$ cat src/rtl/rom_port_arb_pkg.sv
// Shared types for the ROM port arbiter: session FSM states and read-owner tags.
// Latency: n/a (declarations only).
// Backpressure: n/a.
package rom_port_arb_pkg;

  // Session states: normal arbitration, one-cycle read drain, loader owns write port
  typedef enum logic [1:0] {
    ST_RUN   = 2'd0,
    ST_DRAIN = 2'd1,
    ST_LOAD  = 2'd2
  } arb_state_t;

  // Owner tag registered with each read grant, steers the response
  localparam logic OWN_IF = 1'b0;
  localparam logic OWN_LS = 1'b1;

endpackage

$ cat src/rtl/rom_port_arb_arb2_rr.sv
// Two-requester read arbiter; req0 = IF, req1 = LS. Round-robin with ROM_ARB_RR_EN, else LS wins.
// Latency: combinational grant; pointer (RR build only) updates on the clock after a contested grant.
// Backpressure: grants only while en is high; a losing requester simply sees no grant.
module rom_port_arb_arb2_rr (
`ifdef ROM_ARB_RR_EN
  input  logic clk,
  input  logic rstn,
`endif
  input  logic en,
  input  logic req0,
  input  logic req1,
  output logic gnt0,
  output logic gnt1
);

`ifdef ROM_ARB_RR_EN
  // ptr = 0 favours req0 (IF), ptr = 1 favours req1 (LS)
  logic ptr;

  // Grant: pointer decides only when both request
  always_comb begin
    gnt0 = 1'b0;
    gnt1 = 1'b0;
    if (en) begin
      if (req0 && req1) begin
        gnt0 = ~ptr;
        gnt1 = ptr;
      end else begin
        gnt0 = req0;
        gnt1 = req1;
      end
    end
  end

  // Pointer moves to the loser after every contested grant
  always_ff @(posedge clk or negedge rstn) begin
    if (!rstn) begin
      ptr <= 1'b0;
    end else if (en && req0 && req1) begin
      ptr <= ~ptr;
    end
  end
`else
  // Fixed priority: LS over IF
  always_comb begin
    gnt1 = en & req1;
    gnt0 = en & req0 & ~req1;
  end
`endif

endmodule

$ cat src/rtl/rom_port_arb.sv
// ROM port arbiter/load sequencer: shares ROM read port between IF and LS, steers LS/loader writes. Option macro: ROM_ARB_RR_EN.
// Latency: read grant combinational, response one cycle after grant; writes go to the ROM in the accept cycle.
// Backpressure: readies low for losing reads and in DRAIN/LOAD; responses are pulses with no backpressure.
module rom_port_arb
  import rom_port_arb_pkg::*;
#(
  parameter int AW = 32,
  parameter int DW = 32
) (
  input  logic          clk,
  input  logic          rstn,
  input  logic          if_req_valid,
  output logic          if_req_ready,
  input  logic [AW-1:0] if_req_addr,
  output logic          if_rsp_valid,
  output logic [DW-1:0] if_rsp_data,
  input  logic          ls_req_valid,
  output logic          ls_req_ready,
  input  logic          ls_req_we,
  input  logic [AW-1:0] ls_req_addr,
  input  logic [DW-1:0] ls_req_wdata,
  output logic          ls_rsp_valid,
  output logic [DW-1:0] ls_rsp_data,
  input  logic          ld_active,
  input  logic          ld_wen,
  input  logic [AW-1:0] ld_addr,
  input  logic [DW-1:0] ld_wdata,
  output logic          ld_ready,
  output logic          rom_wen,
  output logic [AW-1:0] rom_w_addr,
  output logic [DW-1:0] rom_w_data,
  output logic          rom_ren,
  output logic [AW-1:0] rom_r_addr,
  input  logic [DW-1:0] rom_r_data
);

  // Byte-offset bits inside one ROM word; ignored when matching write/read words
  localparam int WB = $clog2(DW / 8);

  arb_state_t    state, state_nxt;
  logic          run;
  logic          gnt_if, gnt_ls;
  logic          byp;
  logic          rd_pend, rd_own, byp_q;
  logic [DW-1:0] byp_dat;
  logic [DW-1:0] rsp_dat;
  logic [DW-1:0] if_dat_q, ls_dat_q;

  assign run = (state == ST_RUN);

  // Session state register
  always_ff @(posedge clk or negedge rstn) begin
    if (!rstn) state <= ST_RUN;
    else       state <= state_nxt;
  end

  // Next state: DRAIN is a single cycle because read latency is one
  always_comb begin
    state_nxt = state;
    case (state)
      ST_RUN:   if (ld_active) state_nxt = ST_DRAIN;
      ST_DRAIN: state_nxt = ST_LOAD;
      ST_LOAD:  if (!ld_active) state_nxt = ST_RUN;
      default:  state_nxt = ST_RUN;
    endcase
  end

  rom_port_arb_arb2_rr u_arb (
`ifdef ROM_ARB_RR_EN
    .clk  (clk),
    .rstn (rstn),
`endif
    .en   (run),
    .req0 (if_req_valid),
    .req1 (ls_req_valid & ~ls_req_we),
    .gnt0 (gnt_if),
    .gnt1 (gnt_ls)
  );

  // Handshakes and ROM port drive; LS writes never contend with reads
  always_comb begin
    if_req_ready = gnt_if;
    ls_req_ready = gnt_ls | (run & ls_req_valid & ls_req_we);
    ld_ready     = (state == ST_LOAD);
    rom_ren      = gnt_if | gnt_ls;
    rom_r_addr   = gnt_ls ? ls_req_addr : if_req_addr;
    rom_wen      = 1'b0;
    rom_w_addr   = ls_req_addr;
    rom_w_data   = ls_req_wdata;
    if (run) begin
      rom_wen = ls_req_valid & ls_req_we;
    end else if (state == ST_LOAD) begin
      rom_wen    = ld_wen;
      rom_w_addr = ld_addr;
      rom_w_data = ld_wdata;
    end
    byp = rom_wen & rom_ren & (rom_w_addr[AW-1:WB] == rom_r_addr[AW-1:WB]);
  end

  // Capture owner and same-word write bypass at grant time
  always_ff @(posedge clk or negedge rstn) begin
    if (!rstn) begin
      rd_pend <= 1'b0;
      rd_own  <= OWN_IF;
      byp_q   <= 1'b0;
      byp_dat <= '0;
    end else begin
      rd_pend <= rom_ren;
      if (rom_ren) begin
        rd_own  <= gnt_ls ? OWN_LS : OWN_IF;
        byp_q   <= byp;
        byp_dat <= rom_w_data;
      end
    end
  end

  // Response steering: new write data wins over the stale ROM word
  always_comb begin
    rsp_dat      = byp_q ? byp_dat : rom_r_data;
    if_rsp_valid = rd_pend & (rd_own == OWN_IF);
    ls_rsp_valid = rd_pend & (rd_own == OWN_LS);
    if_rsp_data  = if_rsp_valid ? rsp_dat : if_dat_q;
    ls_rsp_data  = ls_rsp_valid ? rsp_dat : ls_dat_q;
  end

  // Hold last delivered data per port so a non-owner output stays stable
  always_ff @(posedge clk or negedge rstn) begin
    if (!rstn) begin
      if_dat_q <= '0;
      ls_dat_q <= '0;
    end else begin
      if (if_rsp_valid) if_dat_q <= rsp_dat;
      if (ls_rsp_valid) ls_dat_q <= rsp_dat;
    end
  end

endmodule
$ cat config.mk
export PLATFORM = sky130hd
export DESIGN_NAME = rom_port_arb
export DESIGN_NICKNAME = d
export VERILOG_FILES = /design/src/rtl/rom_port_arb_pkg.sv /design/src/rtl/rom_port_arb_arb2_rr.sv /design/src/rtl/rom_port_arb.sv
export SDC_FILE = /design/constraint.sdc
export NUM_CORES = 1
export LEC_CHECK = 0
export BUFFER_PORTS_ARGS = -buffer_cell sky130_fd_sc_hd__buf_4
export CORE_AREA = 2 2 143 145
export DETAILED_ROUTE_END_ITERATION = 8
export DIE_AREA = 0 0 145 147
export GPL_ROUTABILITY_DRIVEN = 0
export SETUP_SLACK_MARGIN = 0.5
export SLEW_MARGIN = 20
export SYNTH_ARGS = -nofsm -noshare
export SYNTH_HDL_FRONTEND = slang
export SYNTH_SLANG_ARGS = --single-unit
export TNS_END_PERCENT = 30
$ cat constraint.sdc
create_clock -name clk -period 2.6 [get_ports clk]
set_input_delay 0.65 -clock clk [delete_from_list [all_inputs] [get_ports clk]]
set_output_delay 0.65 -clock clk [all_outputs]
set_load 0.03 [all_outputs]
# Yosys cells after proc, flatten, opt, wreduce, memory -nomap -nowiden
# Cells that the tools add are included.
op_classes:
  eq_ne: 5
  muxes: 14
  n_bitwise: 16
  reduce_logical: 2
ops:
  columns: ["operator", "count"]
  rows:
  - ["2-to-1 mux 32 bit", 8]
  - ["== test 30 bit", 1]
  - ["AND 1 bit", 11]
  - ["one-hot mux 2 bit (3 select lines)", 1]
  - ["2-to-1 mux 2 bit", 2]
  - ["!= test 2 bit (second input constant)", 2]
  - ["2-to-1 mux 1 bit", 3]
  - ["NOT 1 bit", 3]
  - ["== test 2 x 1 -> 1 bit (second input constant)", 1]
  - ["== test 2 bit (second input constant)", 1]
  - ["logical NOT 2 bit", 1]
  - ["bitwise OR 1 bit", 2]
  - ["AND reduction 2 bit", 1]
word_totals:
  ff_bits: 101
  input_bits: 199
  output_inout_bits: 167
  wordCells: 44

# Depth between registers and ports, before layout
# Gate-level depths: netlist of run 1.
logic_depth:
  depth_word: 7
  depth_mapped: 9
  depth_no_buf: 8

# By module
# From an unflattened synthesis of run 1, not the netlist that was laid out.
unflattened:
  hier_cells: 765
  area_unflattened_um2: 6102.1
by_module_without_submodules:
  columns: ["module", "instances", "cells_each", "area_each_um2", "seq_area_each_um2"]
  rows:
  - ["rom_port_arb", 1, 763, 6085.8, 2527.4]
  - ["rom_port_arb_arb2_rr", 1, 2, 16.3, 0.0]

# Worst setup path after synthesis of run 1
# No wires, ideal clock.
synth_timing:
  kind: "input-to-output"
  start: "input port ls_req_we"
  end: "output port rom_r_addr[0]"
  arrival_time_ps: 1946
  setup_slack_ps: 4
  stages: 4
  path_cell_list: "nor4b_4 buf_2 buf_2 mux2_2"
synth_between:
  elab_chain_len: 4
synth_lines:
  columns: ["element", "line_no", "text"]
  rows:
  - ["start, declared", "rom_port_arb.sv:19", "input logic ls_req_we,"]
  - ["NOT 1 bit", "rom_port_arb.sv:75", ".req1 (ls_req_valid & ~ls_req_we),"]
  - ["AND 1 bit", "rom_port_arb.sv:75", null]
  - ["AND 1 bit", "rom_port_arb_arb2_rr.sv:46", "gnt1 = en & req1;"]
  - ["2-to-1 mux 32 bit", "rom_port_arb.sv:86", "rom_r_addr = gnt_ls ? ls_req_addr : if_req_addr;"]
  - ["end, declared", "rom_port_arb.sv:33", "output logic [AW-1:0] rom_r_addr,"]
# Every way passes these cells.

# Worst setup path in the final report of run 1
layout_timing:
  start: "register state[0]"
  end: "output port rom_r_addr[13]"
layout_between:
  elab_chain_len: 3
layout_lines:
  columns: ["element", "line_no", "text"]
  rows:
  - ["start, declared", "rom_port_arb.sv:40", "arb_state_t state, state_nxt;"]
  - ["start signal, assigned", "rom_port_arb.sv:54", "else state <= state_nxt;"]
  - ["logical NOT 2 bit", "rom_port_arb.sv:49", "assign run = (state == ST_RUN);"]
  - ["AND 1 bit", "rom_port_arb_arb2_rr.sv:46", null]
  - ["2-to-1 mux 32 bit", "rom_port_arb.sv:86", null]
# Every way passes these cells.

==> results of run 1 <==
## area by class of cell
type	instances	area share
Timing Repair Buffer	450	0.374
Inverter	6	0.00289
Sequential cell	101	0.209
Clock buffer	10	0.0189
Tap cell	270	0.0279
Clock inverter	6	0.00517
Multi-Input combinational cell	438	0.362
## state kept, by name, summed over array words and instances, names as in the netlist
| register | count |
|---|---|
| byp_dat | 32 |
| byp_q | 1 |
| if_dat_q | 32 |
| ls_dat_q | 32 |
| rd_own | 1 |
| rd_pend | 1 |
| state | 2 |
## logic make-up (layout without fill, tap and decap cells)
kind of cell / Yosys count / count (layout) / synth area share
mux: 120 / 120 / 0.242
flops: 101 / 101 / 0.454
xor+xnor: 33 / 33 / 0.0519
simple gates: 207 / 209 / 0.149
compound gates: 76 / 76 / 0.0716
buf+inv: 42 / 472 / 0.0319
## critical path: stages (launching register included)
cell and delay (ns):
sky130_fd_sc_hd__dfrtp_2 0.43, sky130_fd_sc_hd__nor4b_4 0.27, sky130_fd_sc_hd__buf_4 0.19, sky130_fd_sc_hd__buf_12 0.14
sky130_fd_sc_hd__buf_12 0.14, sky130_fd_sc_hd__mux2_4 0.32, sky130_fd_sc_hd__buf_6 0.14
## power groups by stage
stage	clock network, uW	registers, uW	logic, uW
6_report	1340	2960	10500
5_1_grt	1450	3040	11000
4_1_cts	1390	2800	9470
3_5_place_dp	0	2630	7490
3_3_place_gp	0	2600	7440
2_1_floorplan	0	2540	4730
## routing by layer
metal / part of all wire / vias up
met4: 0.034 / 0
met1: 0.35 / 2993
met2: 0.55 / 239
met5: 0 / -
met3: 0.065 / 41
li1: - / 2836
## final timing paths
kind / slack (ns) / startpoint / cells after the start / end
max in group asynchronous: 1.69 / rstn / 2 / byp_q
hold reg to reg: 0.48 / if_dat_q[30] / 2 / if_dat_q[30]
setup reg to reg: 0.12 / state[0] / 9 / byp_q
min in group clk: 0.48 / if_dat_q[30] / 2 / if_dat_q[30]
hold / removal: 0.20 / rstn / 1 / if_dat_q[15]
setup / recovery: -0.04 / state[0] / 6 / rom_r_addr[13]
## what timing repair did
item                                    4_1_cts  5_1_grt
resized for setup                           364      152
gates cloned                                  4       12
setup buffers                                13       33
endpoints found under the setup margin      167      167
pin swaps                                    62       81
hold endpoints to repair                      0        0
## layout by cell type, fill, tap and decap left out, drive strengths merged, types with 2 or more instances in the layout
master and count:
xnor2 9, xor2 24, o21ai 35, nand2b 3, mux2i 33, dfrtp 101
clkinv 3, nand4 3, nor4 5, nand2 155, clkbuf 17, nor2 38
mux2 87, o2111ai 2, and2 3, a21oi 34, inv 9, buf 442
## through the flow
step	cell area [um^2]	util
3_5_place_dp	8980	0.452
3_3_place_gp	8980	0.452
5_1_grt	12100	0.610
4_1_cts	10900	0.549
6_report	12100	0.610
2_1_floorplan	5790	-
==> run summary, run 1 <==
The post-layout worst setup margin is -0.0376 ns, and the share of layout cells above drive strength 1 is 0.752. The count of TritonRoute iterations in the first routing pass was 4; the number of port buffers was 365. The worst path needs 2.64 ns of the cycle, external delays included. The first global-routing pass estimated 36200 um of wire. The wire-length estimate of the detail-placed layout is 17900 um. Including well taps, the total number of placed cells is 1203. The checks that failed: negative setup slack. On the final layout, the worst clock skew is 0.0122 ns.

The largest net degree at the start of global routing is 55. Across the VDD grid, the largest voltage drop is 0.508 mV. Largest buffer count on any clock path: 2.

Timing analysis after detailed placement gives a worst setup slack of -0.242 ns. The combined global-route utilization of all metal layers is 0.221. The number of levels the H-tree was split into is 3. TritonCTS built the clock tree. The clock reaches the later pin of the worst-skew pair after 0.35 ns. The internal power consumption came out at 7900 uW.

The number of DRC markers in iteration 0 was 164. Power comes to 14800 uW. The top-level I/O count was 366. The layout net count came out at 1205. Synthesis handed over a netlist of 579 instances. Across all hold checks on the routed design, the worst slack comes to 0.203 ns.

The clock-pin slew on the worst setup and hold paths was 0.08 ns. By count the netlist is led by sky130_fd_sc_hd__nand2_1, sky130_fd_sc_hd__dfrtp_1, sky130_fd_sc_hd__mux2_2, sky130_fd_sc_hd__nor2_1. The die covers 21300 um^2. The top cell type's share of synthesized area came out at 0.454.

The timing-limited maximum frequency was 0.379 GHz. The remaining routing DRC violations was 0; the maximum fanout along the worst path was 9. The worst relative slew slack is 0.635, and the count of pins over their slew limit is 0. Once detail routing completed, the nets flagged for antenna violations numbered 0. For the standby leakage power, the log shows 0.00553 uW. Detailed routing inserted a total of 6109 vias.

For the reported max-cap violation count, the log shows 0. The register bit total from synthesis was 101. The proportion of synthesized chip area in sequential cells was 0.454. During synthesis, Yosys emitted a total of 0 warnings.

The met3 demand-to-capacity share in global routing came out at 0.0596. For the met1 track demand over resource, the log shows 0.226. Sequential power share: 0.200.

The hold buffer count at CTS is 0. Counting every net in the synthesized netlist gives 778. Critical path launch point type: a flip-flop. The global routing stage identified its most utilized layer as met2. Type of the worst setup path: reg -> out. Via density per instance: 4.77. The portion of the clock cycle consumed by the worst path in the final layout was 1.01; the overall die width was 145 um. The run gives 2530 um^2 as the area occupied by registers.

The logs give 0.710 for the part of the power in combinational logic and 9 for the TritonCTS buffer count. After the flow finishes, the layout carries non-filler instances totaling 1281. The tools report the buffer cell driving the clock tree root as sky130_fd_sc_hd__clkbuf_16. The largest total area in the synthesized netlist belongs to sky130_fd_sc_hd__dfrtp_1. The via count of the first global-routing pass was 6403; the number of antenna cells inserted was 0.

The area growth from synthesis to layout is 117%. The switching power as a share of total power is 0.467, and the number of fillers in the final layout is 1608. The netlist area before placement is 5570 um^2, and the average instance area after synthesis is 9.62 um^2.

Setup repair after global routing could not meet its margin everywhere. The switching power total was 6920 uW. Worst hold path class: in -> async. For the number of failing hold endpoints at the final stage, the log shows 0. STA classifies the critical path endpoint as a primary output. Yosys mapped a number of flops with a built-in enable equal to 0. Clock net sink count: 101. Top flip-flop cell by instance count after synthesis: sky130_fd_sc_hd__dfrtp_1. The number of standard-cell rows in the floorplan was 52. The met2 demand-to-capacity share in global routing was 0.425. The aggregate negative setup slack is -0.366 ns. In the final routed layout, each cell accounts on average for 20.8 um. The clock network power share is 0.091, and the die outline height is 147 um. The total global routing overflow is 0, and the area of the placeable core is 19800 um^2. The arrival time reported for the critical path endpoint is 1.99 ns, and the count of final setup violators is 16. The number of antenna violations at the first check in global routing was 0; the number of library cell types mapped by synthesis was 31. For this design the ratio of total power to cell area is 1220 nW/um^2.

Yosys instantiated no cell more often than sky130_fd_sc_hd__nand2_1. For the data required time at the worst endpoint, the log shows 1.95 ns. For the total area of multi-input combinational cells, the log shows 4390 um^2. The routed design has 26600 um of wire. The run finished, with violations left. Post-synthesis async set-or-reset flop share: 1.00. The initial standard-cell utilization of the core is 0.281. By area the synthesized netlist is led by sky130_fd_sc_hd__dfrtp_1, sky130_fd_sc_hd__mux2_2, sky130_fd_sc_hd__nand2_1.

For the pin with the worst max-slew slack, the measured transition is 0.548 ns.
(Power assumes the default switching activity.)
==> inputs of run 2 (changes only) <==
- ABC_AREA: default -> 1
- CORE_AREA: 2 2 143 145 -> 2 2 142 144
- DIE_AREA: 0 0 145 147 -> 0 0 144 146
==> run 2 against run 1 <==
Against the previous run:
- the run now ends clean
- cell area decreased by 3.8%
- power shrank 0.84%
- largest cell class unchanged
- register-to-register slack improved by 0.28 ns
- cell count is 33% higher
- die area decreased by 1.4%
- critical path type unchanged
- synthesized area grew 18%
- fmax rose by 9.6%
- clock skew down 0.0051 ns
- critical endpoint is now rom_r_addr[30]
- critical path depth rose by 1
- hold slack got worse by 0.0034 ns
- setup slack gained 0.23 ns
==> run summary, run 2 <==
Dividing the detail-routed via count by the number of cells gives 4.83. The run gives 0 as the count of final setup violators. The tools report the power consumption as 14700 uW. The startpoint identified for the worst register-to-register timing path is state[1].

In this run the core area contains 51 standard-cell rows. For the count of TritonRoute iterations in the first routing pass, the log shows 5. The ratio of total power to cell area came out at 1260 nW/um^2. The clock network power share came out at 0.089. In the final design database the tool counted 1636 nets. sky130_fd_sc_hd__dfrtp_1 takes more of the synthesized area than any other cell. For the number of library cell types mapped by synthesis, the log shows 20. CTS placed an instance of sky130_fd_sc_hd__clkbuf_16 at the clock tree root.

The run gives 366 as the top-level I/O count. The number of synthesized flops with an enable pin works out to 0. Entering global routing, the biggest net connects 66 pins. After routing the design area is 11600 um^2. The detailed-placement wirelength estimate was 19800 um; the arrival time reported for the critical path endpoint was 1.76 ns. The clock latency reported for the late side of the worst-skew pair is 0.34 ns. Average instance area after synthesis: 6.40 um^2. The tool flagged a number of max-cap violations equal to 0. The part of the power in combinational logic is 0.736, and the initial standard-cell utilization of the core is 0.341.

Of all nets on the critical path, the largest fanout is 7. The analysis attributes to net switching a power of 7330 uW. The total overflow left after global routing is 0.

The number of DRC markers in iteration 0 came out at 558. The flow ran to the end, and the final reports show no timing, DRC or antenna violations. The worst-margin pin slew works out to 0.570 ns. The tools report the capture point of the worst reg-to-reg path as byp_dat[24]. The commonest cells after synthesis are sky130_fd_sc_hd__nand2_1, sky130_fd_sc_hd__inv_1, sky130_fd_sc_hd__nand3_1, sky130_fd_sc_hd__dfrtp_1, sky130_fd_sc_hd__nor2_1. For this block, the via count after detailed routing is 8250.

The total wire length after detailed routing was 31200 um. The highest ir drop seen on vdd was 0.521 mV. The internal power consumption was 7370 uW. The library cell used most frequently in the layout, excluding fill and tap cells, is sky130_fd_sc_hd__nand2_1. The worst hold path class is in -> async.

For the post-layout utilization of the core, the log shows 0.602. Tracing the worst setup path back leads to its startpoint at state[1]. For the sequential power share, the log shows 0.175. The share of layout cells above drive strength 1 works out to 0.406. After detailed placement, the total cell area comes to 9680 um^2. The portion of the clock cycle consumed by the worst path in the final layout works out to 0.926. Based on the critical path, the design can be clocked at up to 0.415 GHz. In the routed design, unresolved DRC markers number 0. For the final routed database, the setup TNS stands at 0 ns. The number of failing hold endpoints at the final stage was 0; the synthesized netlist cell count was 1032.

From bottom edge to top edge, the die measures 146 um. The switching power as a share of total power is 0.499, and the TritonCTS buffer count is 9. The end point of the critical path is rom_r_addr[30].

The largest registers in the layout are byp_dat: 32 flops, if_dat_q: 32 flops, ls_dat_q: 32 flops. The combined global-route utilization of all metal layers is 0.259. The tools report the number of antenna cells inserted as 0. The count of nets left with antenna violations once routing finished came out at 0.

In the layout the commonest cells are sky130_fd_sc_hd__nand2_1, sky130_fd_sc_hd__buf_4, sky130_fd_sc_hd__inv_1, sky130_fd_sc_hd__nand3_1, sky130_fd_sc_hd__dfrtp_1. The tools report the critical path capture point type as a primary output. The first global-routing pass estimated 42200 um of wire. The tools report the via count of the first global-routing pass as 7636. The synthesized netlist occupies a cell area of 6600 um^2. Final worst clock skew: 0.00706 ns.

The total of warnings raised by yosys was 0; the area of the die was 21000 um^2. Post-synthesis async set-or-reset flop share: 1.00. The run gives 0.00657 uW as the standby leakage power. The number of port buffers came out at 365.

The logs give 0.620 for the worst relative slew slack and 1824 for the number of fillers in the final layout. Minimum clock period: 2.41 ns. Counting along the longest clock path gives a buffer depth of 2.

The top cell type's share of synthesized area came out at 0.383. The top flip-flop cell by instance count after synthesis was sky130_fd_sc_hd__dfrtp_1. The average wire per standard cell is 18.3 um, and the count of pins over their slew limit is 0.

The area growth from synthesis to layout came out at 76.4%. Number of antenna violations at the first check in global routing: 0. TritonCTS built the clock tree. sky130_fd_sc_hd__nand2_1 is the most common cell in the netlist. In the post-synthesis netlist, the biggest area contributors are sky130_fd_sc_hd__dfrtp_1, sky130_fd_sc_hd__nand2_1, sky130_fd_sc_hd__nand3_1. Number of levels the H-tree was split into: 3.

The clock-pin slew on the worst setup and hold paths is 0.08 ns, and the proportion of synthesized chip area in sequential cells is 0.383. The worst register-to-register path has a setup slack of 0.40 ns. The setup path with the least slack is of type reg -> out. The register bit total from synthesis is 101. Setup repair after global routing could not meet its margin everywhere.

The area of the placeable core was 19300 um^2. The depth of the most critical reg-to-reg path came out at 9. The tools report the critical path launch point type as a flip-flop.

Hold is met by 0.200 ns. The number of nets in the synthesized netlist is 1231. Data on the critical path is required at its endpoint by 1.95 ns. In this run the horizontal extent of the chip is 144 um. The clock net sink count is 101.
## run 2: cell types whose count changed after synthesis, moves of 8 or more
cell,delta
sky130_fd_sc_hd__nand2_1,+324
sky130_fd_sc_hd__inv_1,+119
sky130_fd_sc_hd__nand3_1,+103
sky130_fd_sc_hd__mux2_2,-45
sky130_fd_sc_hd__mux2i_1,-33
sky130_fd_sc_hd__xor2_1,-24
sky130_fd_sc_hd__buf_2,+18
sky130_fd_sc_hd__clkbuf_1,-11
sky130_fd_sc_hd__mux2_4,-10
sky130_fd_sc_hd__xnor2_1,-9
sky130_fd_sc_hd__nor2_1,+8
## run 2: power by group through the flow
stage / clock network (uW) / registers (uW) / logic, uW
3_5_place_dp: 0 / 2580 / 8530
5_1_grt: 1410 / 2640 / 11400
2_1_floorplan: 0 / 2510 / 5340
3_3_place_gp: 0 / 2550 / 8490
6_report: 1310 / 2570 / 10800
4_1_cts: 1360 / 2560 / 9690
## run 2: worst min-delay path by stage
stage | start | end | slack [ns] | cells after the start
2_1_floorplan | rstn | byp_dat[0] | 0.35 | 0
3_5_place_dp | ls_dat_q[3] | ls_dat_q[3] | 0.47 | 2
4_1_cts | rstn | if_dat_q[19] | 0.20 | 1
3_3_place_gp | ls_dat_q[9] | ls_dat_q[9] | 0.46 | 2
5_1_grt | rstn | if_dat_q[19] | 0.22 | 1
6_report | rstn | ls_dat_q[18] | 0.20 | 1
## run 2: kinds of logic after synthesis
family,synth area share
muxes,0.0546
and+or+nand+nor,0.388
AOI/OAI and AO/OA,0.0606
DFF,0.383
buffers and inverters,0.114
## run 2: critical path: stages (launching register included)
cell and delay (ns):
sky130_fd_sc_hd__dfrtp_2 0.50, sky130_fd_sc_hd__nor2_4 0.14, sky130_fd_sc_hd__buf_6 0.13, sky130_fd_sc_hd__nand2_8 0.11, sky130_fd_sc_hd__clkbuf_16 0.20, sky130_fd_sc_hd__nand2_1 0.07, sky130_fd_sc_hd__nand2_1 0.07, sky130_fd_sc_hd__buf_4 0.17
## run 2: repair_timing
action	CTS	global route
setup endpoints to repair	165	191
gates resized for setup	84	134
cloned	12	16
buffers inserted	17	18
pin swaps	4	15
hold buffers	0	0
## run 2: area by class of cell
cell class	instances	area (um^2)	area share
clock inverter	7	68.8	0.00591
inverter	128	488	0.0419
timing repair buffer	446	4210	0.362
tap	265	332	0.0285
clock buffer	9	225	0.0193
sequential	101	2530	0.217
multi-input combinational	751	3790	0.325
## run 2: layer usage
metal / routed length (um) / share of wire / vias up / GRT usage
li1: - / - / 4006 / -
met1: 12500 / 0.40 / 3823 / 0.314
met2: 15400 / 0.49 / 367 / 0.450
met3: 2410 / 0.077 / 54 / 0.0599
met4: 926 / 0.030 / 0 / 0.0824
met5: 0 / 0 / - / 0
## run 2: metrics by stage
step                      std cells  setup slack (ns)
final                          1707             0.193
after global routing           1707             0.150
after CTS                      1673             0.209
after detailed placement       1628             0.308
after global placement         1628             0.307
after floorplan                1032             0.363
